$ cat config.mk
export PLATFORM = sky130hd
export DESIGN_NAME = ptw_dcache_port_arbiter
export DESIGN_NICKNAME = d
export VERILOG_FILES = /design/src/rtl/ptw_dcache_port_arbiter.sv
export SDC_FILE = /design/constraint.sdc
export NUM_CORES = 1
export LEC_CHECK = 0
export CORE_AREA = 5 5 132 134
export DETAILED_ROUTE_END_ITERATION = 6
export DIE_AREA = 0 0 137 139
export MAX_ROUTING_LAYER = met4
export PLACE_DENSITY = 0.47
export REMOVE_ABC_BUFFERS = 1
export SLEW_MARGIN = 15
export SYNTH_ARGS = -nofsm -noshare
export SYNTH_HDL_FRONTEND = slang
export SYNTH_SLANG_ARGS = --single-unit
$ cat constraint.sdc
create_clock -name clk_i -period 4.65 [get_ports clk_i]
set_clock_uncertainty 0.2 [all_clocks]
set_input_delay 0.6975 -clock clk_i [delete_from_list [all_inputs] [get_ports clk_i]]
set_output_delay 0.6975 -clock clk_i [all_outputs]
set_load 0.03 [all_outputs]
$ cat src/rtl/ptw_dcache_port_arbiter.sv
// Round-robin arbiter sharing one split-phase data-cache load port between page-table walkers.
// Optional RESP watchdog enabled by defining PTW_ARB_TIMEOUT_EN.
//
// state | meaning
// IDLE  | no transaction; pick the next requester round-robin
// REQ   | dc_req_o high for the owner, waiting for dc_gnt_i
// TAG   | one-cycle tag phase; kill issued here if flushed
// RESP  | waiting for the response whose rid matches the owner's id
module ptw_dcache_port_arbiter #(
    parameter int NUM_REQ = 2,
    parameter int IDX_W   = 12,
    parameter int TAG_W   = 44,
    parameter int DATA_W  = 64
) (
    input  logic                      clk_i,
    input  logic                      rst_ni,
    input  logic                      flush_i,
    input  logic [NUM_REQ-1:0]        req_i,
    input  logic [NUM_REQ*IDX_W-1:0]  index_i,
    input  logic [NUM_REQ*TAG_W-1:0]  tag_i,
    input  logic [NUM_REQ*8-1:0]      be_i,
    input  logic [NUM_REQ*2-1:0]      size_i,
    output logic [NUM_REQ-1:0]        gnt_o,
    output logic [NUM_REQ-1:0]        rvalid_o,
    output logic [DATA_W-1:0]         rdata_o,
    output logic                      busy_o,
    output logic                      dc_req_o,
    output logic [IDX_W-1:0]          dc_index_o,
    output logic [TAG_W-1:0]          dc_tag_o,
    output logic                      dc_tag_valid_o,
    output logic [7:0]                dc_be_o,
    output logic [1:0]                dc_size_o,
    output logic [2:0]                dc_id_o,
    output logic                      dc_kill_o,
    input  logic                      dc_gnt_i,
    input  logic                      dc_rvalid_i,
    input  logic [2:0]                dc_rid_i,
    input  logic [DATA_W-1:0]         dc_rdata_i,
    output logic                      timeout_o
);

    localparam int OW = $clog2(NUM_REQ);

    typedef enum logic [1:0] {IDLE, REQ, TAG, RESP} state_e;

    state_e         state_q, state_d;
    logic [OW-1:0]  ptr_q, ptr_d;
    logic [OW-1:0]  owner_q, owner_d;
    logic           drop_q, drop_d;
    logic [2:0]     resp_id;
    logic           rsp_match;
    logic           timeout_hit;

    function automatic logic [OW-1:0] rr_pick(input logic [NUM_REQ-1:0] req,
                                              input logic [OW-1:0] ptr);
        logic [OW-1:0] pick;
        logic          found;
        int            j;
        pick  = '0;
        found = 1'b0;
        for (int i = 0; i < NUM_REQ; i++) begin
            j = (int'(ptr) + i) % NUM_REQ;
            if (!found && req[j]) begin
                found = 1'b1;
                pick  = OW'(j);
            end
        end
        return pick;
    endfunction

    assign resp_id   = {1'b1, 2'(owner_q)};
    assign rsp_match = (state_q == RESP) && dc_rvalid_i && (dc_rid_i == resp_id);
    assign busy_o    = (state_q != IDLE);

`ifdef PTW_ARB_TIMEOUT_EN
    logic [9:0] cnt_q, cnt_d;
    assign timeout_hit = (state_q == RESP) && (cnt_q == 10'h3FF) && !rsp_match;
`else
    assign timeout_hit = 1'b0;
`endif
    assign timeout_o = timeout_hit;

    always_comb begin
        gnt_o          = '0;
        rvalid_o       = '0;
        rdata_o        = '0;
        dc_req_o       = 1'b0;
        dc_index_o     = '0;
        dc_be_o        = '0;
        dc_size_o      = '0;
        dc_tag_o       = '0;
        dc_tag_valid_o = 1'b0;
        dc_kill_o      = 1'b0;
        dc_id_o        = (state_q != IDLE) ? resp_id : 3'b000;
        case (state_q)
            REQ: begin
                // A withdrawn request must never be presented, so no grant can race the abandon.
                dc_req_o   = req_i[owner_q];
                dc_index_o = index_i[int'(owner_q)*IDX_W +: IDX_W];
                dc_be_o    = be_i[int'(owner_q)*8 +: 8];
                dc_size_o  = size_i[int'(owner_q)*2 +: 2];
                gnt_o[owner_q] = req_i[owner_q] && dc_gnt_i;
            end
            TAG: begin
                dc_tag_valid_o = 1'b1;
                dc_tag_o       = tag_i[int'(owner_q)*TAG_W +: TAG_W];
                dc_kill_o      = flush_i || drop_q;
            end
            RESP: begin
                if (rsp_match && !(drop_q || flush_i)) begin
                    rvalid_o[owner_q] = 1'b1;
                    rdata_o           = dc_rdata_i;
                end
            end
            default: ;
        endcase
    end

    always_comb begin
        state_d = state_q;
        ptr_d   = ptr_q;
        owner_d = owner_q;
        drop_d  = drop_q;
`ifdef PTW_ARB_TIMEOUT_EN
        cnt_d   = cnt_q;
`endif
        case (state_q)
            IDLE: begin
                if (|req_i) begin
                    owner_d = rr_pick(req_i, ptr_q);
                    state_d = REQ;
                end
            end
            REQ: begin
                if (dc_req_o && dc_gnt_i) begin
                    state_d = TAG;
                    drop_d  = flush_i;
                    ptr_d   = (int'(owner_q) == NUM_REQ - 1) ? '0 : owner_q + 1'b1;
                end else if (flush_i || !req_i[owner_q]) begin
                    state_d = IDLE;
                end
            end
            TAG: begin
                state_d = RESP;
                drop_d  = drop_q || flush_i;
`ifdef PTW_ARB_TIMEOUT_EN
                cnt_d   = '0;
`endif
            end
            RESP: begin
                if (rsp_match || timeout_hit) begin
                    state_d = IDLE;
                    drop_d  = 1'b0;
                end else begin
                    drop_d  = drop_q || flush_i;
                end
`ifdef PTW_ARB_TIMEOUT_EN
                cnt_d   = cnt_q + 10'd1;
`endif
            end
            default: state_d = IDLE;
        endcase
    end

    always_ff @(posedge clk_i or negedge rst_ni) begin
        if (!rst_ni) begin
            state_q <= IDLE;
            ptr_q   <= '0;
            owner_q <= '0;
            drop_q  <= 1'b0;
`ifdef PTW_ARB_TIMEOUT_EN
            cnt_q   <= '0;
`endif
        end else begin
            state_q <= state_d;
            ptr_q   <= ptr_d;
            owner_q <= owner_d;
            drop_q  <= drop_d;
`ifdef PTW_ARB_TIMEOUT_EN
            cnt_q   <= cnt_d;
`endif
        end
    end

endmodule
==> impl_metrics.toml <==
[sta]
setup-violations-final = 0
tightest_slew_ns = 0.8836
worst_slack_ns = 0.5535
slew_viol_final = 0
relSlewSlack = 0.4109
min_period_ns = 4.097
fmax_mhz = 244.1
fin_crit_sh = 0.8810
finalHoldViolations = 0
rsz0062_at_grt = "false"

[cells_and_area]
finalNonFillerCells = 812
fin_util = 0.3402
n_antenna_cell = 0
fill_cells = 1667
finalNetCount = 799
multi_input_area_sq_um = 1520
register_area_sq_um = 128.9
drive_gt1_frac = 0.01858
final_cell_mix = "clkdlybuf4s50_1 (345), nor2_1 (72), mux2i_1 (67)"
final_common_cell = "clkdlybuf4s50_1"
synthToLayoutAreaGrowth_pct = 205.3

[place]
post-dp-hpwl_microns = 12540
gp_congestion = 0.8228
io_buffers = 345
post-place-ws_ns = 0.5158
dp_cells = 808

[logic_synthesis]
synth_edf_count = 0
ys_ff_latch = 5
yosys_most_used_dff = "dfrtp_1"
synthCells = 263
syn_area_per_cell_sq_um = 6.851
yosysWarnings = 0
async_reset_ff_frac = 1.000
seq_area_frac_synth = 0.06944
synth_cell_types = 27
synth_area_sq_um = 1802

[routing]
drc = 0
viasPerCell = 3.835
num_vias = 3114
firstDrtPassIters = 5
avgRoutedWirePerCell_microns = 17.83
first_iter_violations = 56
routed_wl_microns = 14480
postRouteAntennaNets = 0

[critical_path]
end_kind = "output pin"
critical_path.max_fanout = 40
crit_type = "primary input to output pin"
cp_data_arrival_time_ns = 3.20
critical-path-slowest-cell = "and4bb_2"
worstSetupStartpointType = "primary input"
critPathMaxStageDelay_ns = 0.74
crit_top_cell = "clkdlybuf4s50_1"
critPathRequiredTime_ns = 3.75
path_cells = "clkdlybuf4s50_1 > nand4b_1 > and4bb_2 > buf_4 > and2_1 > clkdlybuf4s50_1"

[die]
start_util = 0.1114
fp.dieArea_sq_um = 19040
rows = 47
die_h_microns = 139
dieWidth_microns = 137
design.core.area_sq_um = 16170
design.portCount = 348

[grt]
grt.overflow.total = 0
grt_pass1_wl_microns = 20570
grt_max_degree = 47
grt_usage = 0.1430
antenna_found_initial = 0
grt_pass1_vias = 3344

[min_path]
hold_path.class = "flop to flop"

[clock_tree]
numCtsBuffers = 3
htreeDepth = 1
post-cts-setup-buffers = 0
cts_hold_repair.buffers = 0
clock_sinks = 5
ctsRootBufferMaster = "clkbuf_16"
clock_path_buffers = 2
clock_latency_ns = 0.23
path_clk_slew_ns = 0.03
cts_resized = 0
cts_tree = "built"

[power_and_ir_drop]
peakVddDrop_mv = 0.1917
power_density_nw_per_um2 = 340.7
leakage_nw = 2.231

[flow_run]
maxCapViolCount = 0

[run_status]
status = "finished, final reports clean"
[logic make-up after synthesis]
| group | Yosys count | share of synthesized area |
|---|---|---|
| simple gates | 150 | 0.4257 |
| mux | 67 | 0.3722 |
| buf+inv | 29 | 0.09166 |
| compound gates | 10 | 0.03403 |
| flops | 5 | 0.06944 |
| xor+xnor | 1 | 0.004862 |
| other cells | 1 | 0.002081 |
[layer usage]
layer	up-vias	part of all wire	track usage	routed length, microns
met5	-	0	-	0
met4	0	0.0034	0.01155	49
met2	222	0.51	0.2636	7437
li1	1518	-	-	-
met3	4	0.12	0.04463	1738
met1	1370	0.36	0.1548	5250
[critical path: cells and delay by family]
| family | cells | cell delay (ns) |
|---|---|---|
| and+or+nand+nor | 3 | 1.12 |
| buffers and inverters | 3 | 1.37 |
[Yosys cell counts, types with 2 or more instances]
cell type	instances	area (sq um)
buf_4	4	30.03
dfrtp_1	5	125.1
inv_1	4	15.01
nand2b_1	2	12.51
buf_6	4	45.04
nor2b_1	2	12.51
nor2_1	72	270.3
nand4b_1	2	17.52
mux2i_1	67	670.6
clkbuf_1	4	15.01
buf_2	9	45.04
buf_1	4	15.01
nand2_1	2	7.510
o21ai_0	5	25.02
and2_1	65	406.6
[worst paths after layout]
check / start / end / slack [ns] / depth (start not counted)
max: dc_rid_i[1] / rdata_o[8] / 0.55 / 6
max reg2reg: owner_q / drop_q / 2.69 / 4
min reg2reg: ptr_q / ptr_q / 0.37 / 2
min in group asynchronous: rst_ni / drop_q / 0.51 / 1
max in group asynchronous: rst_ni / owner_q / 3.51 / 1
min: ptr_q / ptr_q / 0.37 / 2
[final cells by class]
type	instances	area share
Timing Repair Buffer	349	0.6332
Multi-Input combinational cell	230	0.2763
Tap cell	220	0.05003
Sequential cell	5	0.02343
Clock buffer	4	0.01433
Inverter	4	0.002729
[metrics by stage]
| stage | TNS (ns) | hold slack, ns | total power, mW | area (sq um) |
|---|---|---|---|---|
| 2_1_floorplan | -18.55 | 0.2019 | 1.075 | 1655 |
| 3_3_place_gp | 0 | 0.3305 | 1.760 | 5420 |
| 3_5_place_dp | 0 | 0.3324 | 1.757 | 5420 |
| 4_1_cts | 0 | 0.3829 | 1.911 | 5499 |
| 5_1_grt | 0 | 0.4084 | 1.992 | 5502 |
| 6_report | 0 | 0.3676 | 1.874 | 5502 |
[where the power goes]
part / leakage [nW] / switching [mW] / internal [mW] / total, mW
logic: 2.14 / 0.911 / 0.730 / 1.64
registers: 0.0520 / 0.0268 / 0.0666 / 0.0934
clock network: 0.0382 / 0.0266 / 0.113 / 0.140
total: 2.23 / 0.964 / 0.910 / 1.87
No activity file was read; power rests on OpenSTA's default activity.
